[src/rtl/uart_pkg.sv]
// Shared definitions for the UART blocks: parity modes, FSM states and frame sizing.
package uart_pkg;

    localparam int unsigned PARITY_NONE = 0;
    localparam int unsigned PARITY_ODD  = 1;
    localparam int unsigned PARITY_EVEN = 2;

    typedef enum logic [2:0] {
        StIdle,
        StStart,
        StData,
        StParity,
        StStop
    } uart_state_e;

    // Total bits on the line for one frame, start bit included.
    function automatic int unsigned frame_bits(int unsigned data_bits, int unsigned parity,
                                               int unsigned stop_bits);
        int unsigned par_bits;
        par_bits = (parity != PARITY_NONE) ? 32'd1 : 32'd0;
        return 32'd1 + data_bits + par_bits + stop_bits;
    endfunction

endpackage

[src/rtl/uart_baud_gen.sv]
// Bit-period timer: counts CLKS_PER_BIT cycles and flags the last cycle of each bit.
module uart_baud_gen #(
    parameter int unsigned CLKS_PER_BIT = 103
) (
    input  logic CLKIN,
    input  logic RESET,
    input  logic CLEAR,
    output logic BIT_DONE
);

    localparam int unsigned CntW = $clog2(CLKS_PER_BIT);
    localparam logic [CntW-1:0] CntMax = CntW'(CLKS_PER_BIT - 1);

    logic [CntW-1:0] cnt_q, cnt_d;

    always_comb begin
        cnt_d = cnt_q + CntW'(1);
        if (CLEAR || (cnt_q == CntMax)) begin
            cnt_d = '0;
        end
    end

    always_ff @(posedge CLKIN) begin
        if (RESET) begin
            cnt_q <= '0;
        end else begin
            cnt_q <= cnt_d;
        end
    end

    assign BIT_DONE = (cnt_q == CntMax);

endmodule

[src/rtl/uart_tx.sv]
// UART transmitter: valid/ready word input, one-word holding buffer, configurable
// data width, parity and stop bits, LSB-first serialisation onto a registered TX line.
module uart_tx
    import uart_pkg::*;
#(
    parameter int unsigned CLKS_PER_BIT = 103,
    parameter int unsigned DATA_BITS    = 8,
    parameter int unsigned PARITY       = 0,
    parameter int unsigned STOP_BITS    = 1
) (
    input  logic                 CLKIN,
    input  logic                 RESET,
    input  logic [DATA_BITS-1:0] DATA,
    input  logic                 VALID,
    output logic                 READY,
    output logic                 TX,
    output logic                 BUSY
);

    if (CLKS_PER_BIT < 2 || CLKS_PER_BIT > 65535) begin : g_bad_clks_per_bit
        $fatal(1, "uart_tx: CLKS_PER_BIT must be in 2..65535");
    end
    if (DATA_BITS < 5 || DATA_BITS > 9) begin : g_bad_data_bits
        $fatal(1, "uart_tx: DATA_BITS must be in 5..9");
    end
    if (PARITY > PARITY_EVEN) begin : g_bad_parity
        $fatal(1, "uart_tx: PARITY must be 0, 1 or 2");
    end
    if (STOP_BITS < 1 || STOP_BITS > 2) begin : g_bad_stop_bits
        $fatal(1, "uart_tx: STOP_BITS must be 1 or 2");
    end

    localparam logic [3:0] LastData = 4'(DATA_BITS - 1);
    localparam logic [3:0] LastStop = 4'(STOP_BITS - 1);

    uart_state_e          state_q;
    logic [DATA_BITS-1:0] shift_q;
    logic [DATA_BITS-1:0] hold_q;
    logic                 hold_full_q;
    logic [3:0]           bit_cnt_q;
    logic                 par_q;
    logic                 tx_q;

    logic bit_done;
    logic accept;
    logic frame_end;
    logic baud_clear;

    assign accept     = VALID && !hold_full_q;
    assign frame_end  = (state_q == StStop) && bit_done && (bit_cnt_q == LastStop);
    // Holding the counter at zero while idle makes every frame start phase-aligned.
    assign baud_clear = (state_q == StIdle);

    uart_baud_gen #(
        .CLKS_PER_BIT(CLKS_PER_BIT)
    ) u_baud_gen (
        .CLKIN   (CLKIN),
        .RESET   (RESET),
        .CLEAR   (baud_clear),
        .BIT_DONE(bit_done)
    );

    always_ff @(posedge CLKIN) begin
        if (RESET) begin
            state_q     <= StIdle;
            shift_q     <= '0;
            hold_q      <= '0;
            hold_full_q <= 1'b0;
            bit_cnt_q   <= '0;
            par_q       <= 1'b0;
            tx_q        <= 1'b1;
        end else begin
            // A word accepted mid-frame waits in the buffer, unless the frame is ending now.
            if (accept && (state_q != StIdle) && !frame_end) begin
                hold_q      <= DATA;
                hold_full_q <= 1'b1;
            end

            unique case (state_q)
                StIdle: begin
                    if (accept) begin
                        shift_q <= DATA;
                        par_q   <= 1'b0;
                        tx_q    <= 1'b0;
                        state_q <= StStart;
                    end
                end

                StStart: begin
                    if (bit_done) begin
                        tx_q      <= shift_q[0];
                        par_q     <= par_q ^ shift_q[0];
                        shift_q   <= shift_q >> 1;
                        bit_cnt_q <= '0;
                        state_q   <= StData;
                    end
                end

                StData: begin
                    if (bit_done) begin
                        if (bit_cnt_q == LastData) begin
                            bit_cnt_q <= '0;
                            if (PARITY != PARITY_NONE) begin
                                tx_q    <= (PARITY == PARITY_ODD) ? ~par_q : par_q;
                                state_q <= StParity;
                            end else begin
                                tx_q    <= 1'b1;
                                state_q <= StStop;
                            end
                        end else begin
                            tx_q      <= shift_q[0];
                            par_q     <= par_q ^ shift_q[0];
                            shift_q   <= shift_q >> 1;
                            bit_cnt_q <= bit_cnt_q + 4'd1;
                        end
                    end
                end

                StParity: begin
                    if (bit_done) begin
                        tx_q      <= 1'b1;
                        bit_cnt_q <= '0;
                        state_q   <= StStop;
                    end
                end

                StStop: begin
                    if (bit_done) begin
                        if (bit_cnt_q == LastStop) begin
                            bit_cnt_q <= '0;
                            if (hold_full_q) begin
                                shift_q     <= hold_q;
                                hold_full_q <= 1'b0;
                                par_q       <= 1'b0;
                                tx_q        <= 1'b0;
                                state_q     <= StStart;
                            end else if (accept) begin
                                shift_q <= DATA;
                                par_q   <= 1'b0;
                                tx_q    <= 1'b0;
                                state_q <= StStart;
                            end else begin
                                tx_q    <= 1'b1;
                                state_q <= StIdle;
                            end
                        end else begin
                            bit_cnt_q <= bit_cnt_q + 4'd1;
                        end
                    end
                end

                default: begin
                    tx_q    <= 1'b1;
                    state_q <= StIdle;
                end
            endcase
        end
    end

    assign READY = !hold_full_q;
    assign TX    = tx_q;
    assign BUSY  = (state_q != StIdle) || hold_full_q;

endmodule

[config.mk]
export PLATFORM = sky130hd
export DESIGN_NAME = uart_tx
export DESIGN_NICKNAME = d
export VERILOG_FILES = /design/src/rtl/uart_pkg.sv /design/src/rtl/uart_baud_gen.sv /design/src/rtl/uart_tx.sv
export SDC_FILE = /design/constraint.sdc
export NUM_CORES = 1
export LEC_CHECK = 0
export BUFFER_PORTS_ARGS = -buffer_cell sky130_fd_sc_hd__buf_2
export CORE_MARGIN = 5
export CORE_UTILIZATION = 45
export CTS_CLUSTER_SIZE = 25
export DETAILED_ROUTE_END_ITERATION = 12
export GPL_TIMING_DRIVEN = 0
export PLACE_DENSITY = 0.62
export SYNTH_ARGS = -nofsm -noshare
export SYNTH_HDL_FRONTEND = slang
export SYNTH_SLANG_ARGS = --single-unit
[constraint.sdc]
create_clock -name CLKIN -period 2.5 [get_ports CLKIN]
set_clock_uncertainty 0.15 [all_clocks]
set_input_delay 0.75 -clock CLKIN [delete_from_list [all_inputs] [get_ports CLKIN]]
set_output_delay 0.75 -clock CLKIN [all_outputs]
set_load 0.005 [all_outputs]
==> results of run 1 <==
-- layout make-up --
class | instances | area [um2] | share of cell area
multi-input cells | 138 | 1016 | 0.5078
clock buffers | 6 | 72.57 | 0.03627
clock inverters | 2 | 35.03 | 0.01751
plain buffers | 11 | 85.08 | 0.04253
well taps | 48 | 60.06 | 0.03002
repair buffers | 13 | 65.06 | 0.03252
flip-flops and latches | 32 | 640.6 | 0.3202
inverters | 7 | 26.28 | 0.01313
-- routing by layer --
| layer | track usage | vias up | routed length [um] |
|---|---|---|---|
| met4 | 0.04303 | 0 | 24 |
| met2 | 0.2495 | 36 | 1761 |
| li1 | - | 714 | - |
| met5 | 0 | - | 0 |
| met3 | 0.04959 | 2 | 223 |
| met1 | 0.2003 | 685 | 1769 |
-- cell families (layout without fill, tap and decap cells) --
family,after synthesis,in the layout
and+or+nand+nor,65,65
AOI/OAI and AO/OA,37,37
DFF,32,32
muxes,24,24
buffers and inverters,18,39
xor gates and xnor gates,8,8
adders and majority gates,4,4
-- power groups by stage --
stage / sequential [mW] / clock (mW) / combinational, mW
2_1_floorplan: 0.584 / 0 / 0.218
6_report: 0.581 / 0.480 / 0.288
3_3_place_gp: 0.589 / 0 / 0.280
4_1_cts: 0.581 / 0.486 / 0.289
5_1_grt: 0.585 / 0.513 / 0.318
3_5_place_dp: 0.591 / 0 / 0.287
-- tightest hold or removal path, stage by stage (launching register included) --
cell and delay, ns:
dfxtp_1 0.33, mux2i_1 0.07, nand2_1 0.06
-- stage by stage --
stage          setup slack [ns]  area (um2)    util
2_1_floorplan            0.4933        1763       -
3_3_place_gp             0.1487        1888  0.5081
3_5_place_dp             0.1220        1888  0.5081
4_1_cts                  0.1616        2001  0.5384
5_1_grt                 0.04127        2001  0.5384
6_report                 0.1649        2001  0.5384
-- worst max-delay path by stage --
stage                              startpoint                       to  slack (ns)  cells after the start
2_1_floorplan         state_q[1]$_SDFFE_PP0P_                     BUSY        0.49                      3
3_3_place_gp                            VALID  state_q[0]$_SDFFE_PP0P_        0.15                      7
3_5_place_dp                            VALID  state_q[0]$_SDFFE_PP0P_        0.12                      7
4_1_cts        u_baud_gen.cnt_q[0]$_SDFF_PP0_  shift_q[7]$_SDFFE_PP0P_        0.16                      7
5_1_grt        u_baud_gen.cnt_q[0]$_SDFF_PP0_  shift_q[7]$_SDFFE_PP0P_        0.04                      7
6_report              state_q[1]$_SDFFE_PP0P_                     BUSY        0.16                      4
-- layout by cell type (no fill, tap or decap), types with 3 or more instances in the layout --
cell       n
dfxtp_1   32
nor2_1    27
mux2i_1   24
o21ai_0   15
buf_2     14
inv_1      7
nand2_1    7
a32oi_1    7
clkbuf_8   6
a21oi_1    5
nand3_1    5
xor2_1     5
clkbuf_1   4
ha_1       4
xnor2_1    3
-- sequential cells by signal, indices dropped and copies added (netlist names) --
register and flops:
TX 1, bit_cnt_q 4, hold_full_q 1, hold_q 8, shift_q 8, state_q 3
u_baud_gen.cnt_q 7
-- what timing repair did --
| action | CTS | global route |
|---|---|---|
| endpoints found under the hold margin | 0 | 0 |
| setup endpoints to repair | 1 | 0 |
| gates resized for setup | 1 | 0 |
==> reports/qor.tcl, run 1 <==
set qor(holdCritStartpoint) {TX$_SDFFE_PP1P_}
set qor(synth_top_family_by_area) {simple AND/OR/NAND/NOR gates}
set qor(grt_pass1_vias) 1389
set qor(required_ns) 1.60
set qor(critPathCaptureType) {output port}
set qor(timing.final.max_slew_violations) 0
set qor(yosys-top-cells-area) {dfxtp_1 36%, mux2i_1 14%, nor2_1 5.7%, o21ai_0 4.3%, a32oi_1 3.5%}
set qor(setup_violations) 0
set qor(detailroute.via_count) 1437
set qor(antenna_violations_before_repair) 0
set qor(slowest_delay_ns) 0.45
set qor(postSynthNetCount) 203
set qor(path_class) {register to output port}
set qor(period_needed_ns) 2.335
set qor(sequentialPowerShare) 0.431
set qor(clock_insertion_delay_at_the_later_pin_of_the_skew_report_ns) 0.28
set qor(worst_path_dominant_cell_family) {simple AND/OR/NAND/NOR gates}
set qor(drt_pass1_iterations) 5
set qor(finalWirelength_um) 3779
set qor(gp_routability_congestion) 0.9037
set qor(final_cells) 257
set qor(timing.final.hold_violations) 0
set qor(clock-sinks) 32
set qor(synth_top_cell_area_share) 0.3634
set qor(power_density_mw_per_mm2) 674.6
set qor(dieHeight_um) 72.59
set qor(dp.cells) 249
set qor(drc_violation_count_after_routing) 0
set qor(number_of_antenna_cells_inserted) 0
set qor(max_slew_margin) 0.5323
set qor(max-cap-violations) 0
set qor(final_min_period_over_clock_period) 0.9340
set qor(synth_flop_cell) {dfxtp_1}
set qor(num_rows) 22
set qor(floorplan.initialDensity) 0.4744
set qor(area_fraction_in_compound_gates_after_synthesis) 0.1490
set qor(global_route.usage.total) 0.1555
set qor(synthesized_area_fraction_occupied_by_and_or_nand_nor_cells) 0.2200
set qor(area.growth.synth_to_final_pct) 13.48
set qor(power.ir.vdd_worst_mv) 0.3818
set qor(cell_internal_pwr_mw) 0.9768
set qor(critPathLaunchType) {register}
set qor(post-cts-setup-buffers) 0
set qor(cts_buffer_depth) 2
set qor(synth.top_cells.by_count) {32 x dfxtp_1, 27 x nor2_1, 24 x mux2i_1}
set qor(post_route_cells_drive_above_1_share) 0.1866
set qor(syn_area_per_cell_um2) 9.377
set qor(timing.fmax_mhz) 428.2
set qor(global_route.overflow_total) 0
set qor(synth-async-reset-ratio) 0
set qor(grt_start_max_net_pins) 11
set qor(num-nets-final) 223
set qor(critPathMaxFanout) 10
set qor(htree_num_levels) 2
set qor(overall_power_of_the_completed_layout_mw) 1.350
set qor(ys_seq_elements) 32
set qor(r2r_start) {u_baud_gen.cnt_q[0]$_SDFF_PP0_}
set qor(cts_hold_repair.buffers) 0
set qor(regToRegSetupSlack_ns) 0.18
set qor(timing.critical_path.buf_inv) 2
set qor(top_level_ports) 14
set qor(synth-seq-area-share) 0.3634
set qor(r2r_cells) 7
set qor(tritoncts_clock_tree) {yes}
set qor(grt_first_pass_wirelength_um) 6479
set qor(worst_slew_pin_slew_ns) 0.7016
set qor(worst_hold_path.num_cells) 2
set qor(synth_enable_flop_cells) 0
set qor(synth_adder_area_share) 0.02839
set qor(synthesis.yosys.warnings) 0
set qor(total_leakage_power_nw) 0.8230
set qor(sw_frac_of_total) 0.2763
set qor(fillerInstances) 347
set qor(buffer_ports.inserted) 13
set qor(tritoncts.num_buffers) 5
set qor(synth.lib_cells_used.distinct) 47
set qor(fin_hold_ws_ns) 0.3344
set qor(crit_arrival_ns) 1.44
set qor(antenna_violating_nets_post_route) 0
set qor(timing.hold.worst.class) {register to register}
set qor(detail_route.iter0.violations) 136
set qor(clk_transition_reported_paths_ns) 0.06
set qor(hold_end) {TX$_SDFFE_PP1P_}
set qor(synth.cell_area_mm2) 0.001763
set qor(power.net_switching_mw) 0.3729
set qor(library_cell_with_the_highest_instance_count_after_synthesis) {dfxtp_1}
set qor(critical-path-slowest-cell) {nor3_2}
set qor(cts_root_buffer) {clkbuf_8}
set qor(setup-tns-final_ns) 0
set qor(dp.final_hpwl_um) 2714
set qor(combPwrFrac) 0.213
set qor(core-area_mm2) 0.003716
set qor(design.die.area_mm2) 0.005269
set qor(clockPowerShare) 0.356
set qor(post_synth_xor_area_fraction) 0.03974
set qor(status) {completed}
set qor(synthMuxAreaShare) 0.1363
set qor(synth.largest_area_cell) {dfxtp_1}
set qor(avgRoutedWirePerCell_um) 14.70
set qor(syn_inst) 188
set qor(worstPathCellList) {buf_6 -> nor3_2 -> nand2_1 -> buf_2}
set qor(rr_endpoint) {shift_q[7]$_SDFFE_PP0P_}
set qor(grt_setup_unrepaired) {false}
set qor(avgViaCountPerCell) 5.591
set qor(die_width_um) 72.59
Note: power is estimated with default switching activity, not from simulation.
==> run 2: changes to the inputs <==
Settings changed: PLACE_DENSITY 0.62 to not set.
==> run 2 against run 1 <==
Against the previous run: utilization shrank 0.47 points; critical path type unchanged; critical endpoint unchanged; routed wire length is 1.9% lower; sequential share of layout area rose by 0.28 points; largest power group unchanged; via count fell by 0.97%; critical path depth unchanged; setup slack better by 0.040 ns; global-route usage is 0.097 points lower; sequential power barely moved; power shrank 6.2%; cell count stayed put.
==> reports/qor.tcl, run 2 (synthesized netlist as in run 1, its figures left out) <==
set qor(worst_hold_path.num_cells) 1
set qor(critPathCapture) {BUSY}
set qor(design.die.area_mm2) 0.005269
set qor(critPathMaxFanout) 10
set qor(dieHeight_um) 72.59
set qor(rr_endpoint) {shift_q[7]$_SDFFE_PP0P_}
set qor(final_min_period_over_clock_period) 0.9180
set qor(grt_setup_unrepaired) {false}
set qor(num-nets-final) 223
set qor(clock_insertion_delay_at_the_later_pin_of_the_skew_report_ns) 0.28
set qor(path_class) {register to output port}
set qor(clock-sinks) 32
set qor(route.top_layer_used) {met4}
set qor(num_rows) 22
set qor(max_slew_margin) 0.5379
set qor(detail_route.iter0.violations) 132
set qor(cts_root_buffer) {clkbuf_8}
set qor(r2r_cells) 7
set qor(detailroute.wirelength.met3_um) 207
set qor(timing.hold.worst.class) {register to register}
set qor(die_width_um) 72.59
set qor(htree_num_levels) 2
set qor(grt_first_pass_wirelength_um) 6306
set qor(dp.final_hpwl_um) 2610
set qor(drc_violation_count_after_routing) 0
set qor(r2r_start) {u_baud_gen.cnt_q[0]$_SDFF_PP0_}
set qor(antenna_violating_nets_post_route) 0
set qor(layout.cells.most_common_list) {32 x dfxtp_1, 27 x nor2_1, 24 x mux2i_1}
set qor(required_ns) 1.60
set qor(core-area_mm2) 0.003716
set qor(number_of_antenna_cells_inserted) 0
set qor(detailroute.via_count) 1423
set qor(slowest_delay_ns) 0.43
set qor(cts_buffer_depth) 2
set qor(critPathLaunchType) {register}
set qor(critical-path-slowest-cell) {nor3_2}
set qor(layout_commonest_cell) {dfxtp_1}
set qor(startpoint) {state_q[1]$_SDFFE_PP0P_}
set qor(grt_start_max_net_pins) 11
set qor(setup-tns-final_ns) 0
set qor(power.ir.vdd_worst_mv) 0.3711
set qor(period_needed_ns) 2.295
set qor(buffer_ports.inserted) 13
set qor(worstPathCellList) {buf_6 -> nor3_2 -> nand2_1 -> buf_2}
set qor(multi_input_comb_area_mm2) 0.001016
set qor(global_route.overflow_total) 0
set qor(setup_ws_ns) 0.2050
set qor(max-cap-violations) 0
set qor(global_route.usage.total) 0.1545
set qor(drt_pass1_iterations) 4
set qor(clk_transition_reported_paths_ns) 0.06
set qor(timing.final.hold_violations) 0
set qor(tritoncts_clock_tree) {yes}
set qor(antenna_violations_before_repair) 0
set qor(tritoncts.num_buffers) 5
set qor(fillerInstances) 354
set qor(power_density_mw_per_mm2) 638.6
set qor(placement.setup.worst_slack_ns) 0.1150
set qor(critPathCaptureType) {output port}
set qor(reg_top3) {hold_q: 8 flops, shift_q: 8 flops, u_baud_gen.cnt_q: 7 flops}
set qor(floorplan.initialDensity) 0.4744
set qor(post_route_cells_drive_above_1_share) 0.1818
set qor(avgViaCountPerCell) 5.537
set qor(regArea_um2) 640.6
set qor(top_level_ports) 14
set qor(area.growth.synth_to_final_pct) 12.49
set qor(worst_slew_pin_slew_ns) 0.6931
set qor(regToRegSetupSlack_ns) 0.23
set qor(gp_routability_congestion) 0.7888
set qor(wl_met1_um) 1771
set qor(overall_power_of_the_completed_layout_mw) 1.266
set qor(timing.final.max_slew_violations) 0
set qor(total_leakage_power_nw) 0.8134
set qor(met2RoutedLength_um) 1650
set qor(crit_arrival_ns) 1.40
set qor(timing.fmax_mhz) 435.7
set qor(grt_pass1_vias) 1343
set qor(status) {completed}
set qor(avgRoutedWirePerCell_um) 14.42
set qor(finalWirelength_um) 3707
set qor(setup_violations) 0
[run 2: cell count changes in the layout (fill, tap and decap cells not counted)]
cell	delta
clkbuf_8	+1
clkbuf_1	+1
bufinv_16	-1
clkinv_2	-1
[run 2: layout make-up]
| type | count | share of cell area |
|---|---|---|
| Inverter | 7 | 0.01325 |
| Tap cell | 48 | 0.03028 |
| Timing Repair Buffer | 13 | 0.03281 |
| Clock buffer | 8 | 0.04543 |
| Multi-Input combinational cell | 138 | 0.5123 |
| Buffer | 11 | 0.04290 |
| Sequential cell | 32 | 0.3230 |
[run 2: worst min path at each step]
stage	slack (ns)	from	end
2_1_floorplan	0.29	u_baud_gen.cnt_q[0]$_SDFF_PP0_	u_baud_gen.cnt_q[0]$_SDFF_PP0_
3_3_place_gp	0.31	TX$_SDFFE_PP1P_	TX$_SDFFE_PP1P_
3_5_place_dp	0.32	u_baud_gen.cnt_q[0]$_SDFF_PP0_	u_baud_gen.cnt_q[0]$_SDFF_PP0_
4_1_cts	0.33	u_baud_gen.cnt_q[0]$_SDFF_PP0_	u_baud_gen.cnt_q[0]$_SDFF_PP0_
5_1_grt	0.37	hold_q[7]$_SDFFE_PP0P_	hold_q[7]$_SDFFE_PP0P_
6_report	0.33	u_baud_gen.cnt_q[0]$_SDFF_PP0_	u_baud_gen.cnt_q[0]$_SDFF_PP0_
[run 2: critical path: cells and delay by family (launching register included)]
| kind | cells | cell delay, ns |
|---|---|---|
| and+or+nand+nor | 2 | 0.53 |
| buffers and inverters | 2 | 0.28 |
| DFF | 1 | 0.31 |
[run 2: where the power goes]
group | switching [mW] | internal [mW] | leakage, nW | total [mW]
logic | 0.154 | 0.130 | 0.508 | 0.284
registers | 0.0310 | 0.551 | 0.260 | 0.582
clock network | 0.175 | 0.224 | 0.0455 | 0.400
total | 0.361 | 0.906 | 0.813 | 1.27
[run 2: stage by stage]
| stage | hold slack (ns) | area, um2 | util | instances |
|---|---|---|---|---|
| final | 0.3323 | 1983 | 0.5337 | 257 |
| after global routing | 0.3724 | 1983 | 0.5337 | 257 |
| after CTS | 0.3341 | 1983 | 0.5337 | 257 |
| after detailed placement | 0.3204 | 1888 | 0.5081 | 249 |
| after global placement | 0.3121 | 1888 | 0.5081 | 249 |
| after floorplan | 0.2914 | 1763 | - | 188 |
[run 2: metal layers]
metal / up-vias / global-route usage
li1: 713 / -
met1: 667 / 0.2128
met2: 35 / 0.2234
met3: 8 / 0.04683
met4: 0 / 0.06352
met5: - / 0
[run 2: timing repair]
| item | in CTS | in global routing |
|---|---|---|
| gates resized for setup | 1 | 0 |
| endpoints found under the hold margin | 0 | 0 |
| buffers inserted | 0 | 0 |
| endpoints found under the setup margin | 1 | 0 |
| hold buffers | 0 | 0 |
==> run 3: changes to the inputs <==
Settings changed: ABC_CLOCK_PERIOD_IN_PS set to 2500, REMOVE_ABC_BUFFERS set to 1.
==> run 3 against run 2 <==
Against the previous run: critical endpoint unchanged; fmax hardly changed; non-clock buffer count fell by 11; via count decreased by 1.2%; highest routed layer unchanged; setup slack improved by 0.0019 ns.
==> reports/qor.tcl, run 3 (synthesized netlist as in run 1, its figures left out) <==
set qor(critPathCaptureType) {output port}
set qor(finalWirelength_um) 3536
set qor(cts_buffer_depth) 2
set qor(dp.final_hpwl_um) 2478
set qor(setup-tns-final_ns) 0
set qor(power.ir.vdd_worst_mv) 0.2732
set qor(r2r_start) {state_q[0]$_SDFFE_PP0P_}
set qor(met2RoutedLength_um) 1691
set qor(tritoncts.num_buffers) 5
set qor(grt_setup_unrepaired) {false}
set qor(reg_top3) {hold_q: 8 flops, shift_q: 8 flops, u_baud_gen.cnt_q: 7 flops}
set qor(grt_pass1_vias) 1316
set qor(core-area_mm2) 0.003716
set qor(crit_arrival_ns) 1.39
set qor(global_route.overflow_total) 0
set qor(number_of_antenna_cells_inserted) 0
set qor(dieHeight_um) 72.59
set qor(setup_violations) 0
set qor(wl_met1_um) 1687
set qor(htree_num_levels) 2
set qor(r2r_cells) 5
set qor(drc_violation_count_after_routing) 0
set qor(overall_power_of_the_completed_layout_mw) 1.328
set qor(regToRegSetupSlack_ns) 0.23
set qor(num-nets-final) 212
set qor(fin_hold_ws_ns) 0.3227
set qor(area.growth.synth_to_final_pct) 9.297
set qor(buffer_ports.inserted) 13
set qor(critPathMaxFanout) 13
set qor(layout_commonest_cell) {dfxtp_1}
set qor(cts_root_buffer) {clkbuf_8}
set qor(top_level_ports) 14
set qor(max-cap-violations) 0
set qor(clk_transition_reported_paths_ns) 0.06
set qor(timing.fmax_mhz) 436.1
set qor(timing.hold.worst.class) {register to register}
set qor(clock_insertion_delay_at_the_later_pin_of_the_skew_report_ns) 0.28
set qor(critPathCapture) {BUSY}
set qor(drt_pass1_iterations) 4
set qor(status) {completed}
set qor(antenna_violating_nets_post_route) 0
set qor(setup_ws_ns) 0.2069
set qor(placement.setup.worst_slack_ns) -0.007918
set qor(gp_routability_congestion) 0.7729
set qor(holdCritStartpoint) {TX$_SDFFE_PP1P_}
set qor(layout.cells.most_common_list) {32 x dfxtp_1, 27 x nor2_1, 24 x mux2i_1}
set qor(worst_slew_pin_slew_ns) 0.6848
set qor(route.top_layer_used) {met4}
set qor(floorplan.initialDensity) 0.4744
set qor(post-cts-setup-buffers) 0
set qor(detailroute.wirelength.met3_um) 113
set qor(final_min_period_over_clock_period) 0.9172
set qor(timing.final.max_slew_violations) 0
set qor(required_ns) 1.60
set qor(critPathLaunchType) {register}
set qor(detail_route.iter0.violations) 109
set qor(die_width_um) 72.59
set qor(path_class) {register to output port}
set qor(slowest_delay_ns) 0.47
set qor(fin_util) 0.5185
set qor(post_route_cells_drive_above_1_share) 0.1768
set qor(startpoint) {state_q[0]$_SDFFE_PP0P_}
set qor(design.die.area_mm2) 0.005269
set qor(global_route.usage.total) 0.1461
set qor(grt_first_pass_wirelength_um) 6072
set qor(grt_start_max_net_pins) 22
set qor(avgRoutedWirePerCell_um) 14.37
set qor(worstPathCellList) {nor3_4 -> nand2_1 -> buf_2}
set qor(timing.final.hold_violations) 0
set qor(tritoncts_clock_tree) {yes}
set qor(clock-sinks) 32
set qor(max_slew_margin) 0.5419
set qor(power_density_mw_per_mm2) 689.2
set qor(detailroute.via_count) 1406
set qor(period_needed_ns) 2.293
set qor(critical-path-slowest-cell) {dfxtp_1}
set qor(avgViaCountPerCell) 5.715
set qor(num_rows) 22
set qor(total_leakage_power_nw) 0.7791
set qor(antenna_violations_before_repair) 0
set qor(rr_endpoint) {shift_q[3]$_SDFFE_PP0P_}
## run 3: where the power goes
part,switching [mW],total (mW),internal (mW)
registers,0.0415,0.593,0.551
clock network,0.184,0.479,0.295
logic,0.139,0.256,0.117
## run 3: per-stage QoR
stage                     area, um2  cells
after global placement         1803    238
final                          1927    246
after floorplan                1678    177
after CTS                      1916    246
after global routing           1927    246
after detailed placement       1803    238
## run 3: worst max-delay path: cells and delay by family, from the launching register on
family	cells	cell delay, ns
flip-flops	1	0.47
buffers and inverters	1	0.13
AND/OR/NAND/NOR	2	0.51
## run 3: what timing repair did
item,in CTS,in global routing
hold buffers,0,0
gates resized for setup,1,2
setup endpoints to repair,1,3
## run 3: how the worst min path moves through the flow
stage                                           to  cells after the start  slack [ns]
floorplan           u_baud_gen.cnt_q[0]$_SDFF_PP0_                      1        0.29
global placement    u_baud_gen.cnt_q[0]$_SDFF_PP0_                      1        0.31
detailed placement  u_baud_gen.cnt_q[0]$_SDFF_PP0_                      1        0.31
CTS                 u_baud_gen.cnt_q[0]$_SDFF_PP0_                      1        0.33
global route        u_baud_gen.cnt_q[0]$_SDFF_PP0_                      1        0.34
finish                             TX$_SDFFE_PP1P_                      2        0.32
## run 3: cell type report
cell class	instances	area, um2
Clock buffer	6	72.57
Clock inverter	2	35.03
Fill cell	350	1789
Inverter	7	26.28
Multi-Input combinational cell	138	1027
Sequential cell	32	640.6
Tap cell	48	60.06
Timing Repair Buffer	13	65.06
## run 3: metal layers
layer | up-vias | GRT usage
met2 | 20 | 0.2224
met5 | - | 0
met3 | 5 | 0.04132
li1 | 691 | -
met1 | 690 | 0.1929
met4 | 0 | 0.06148
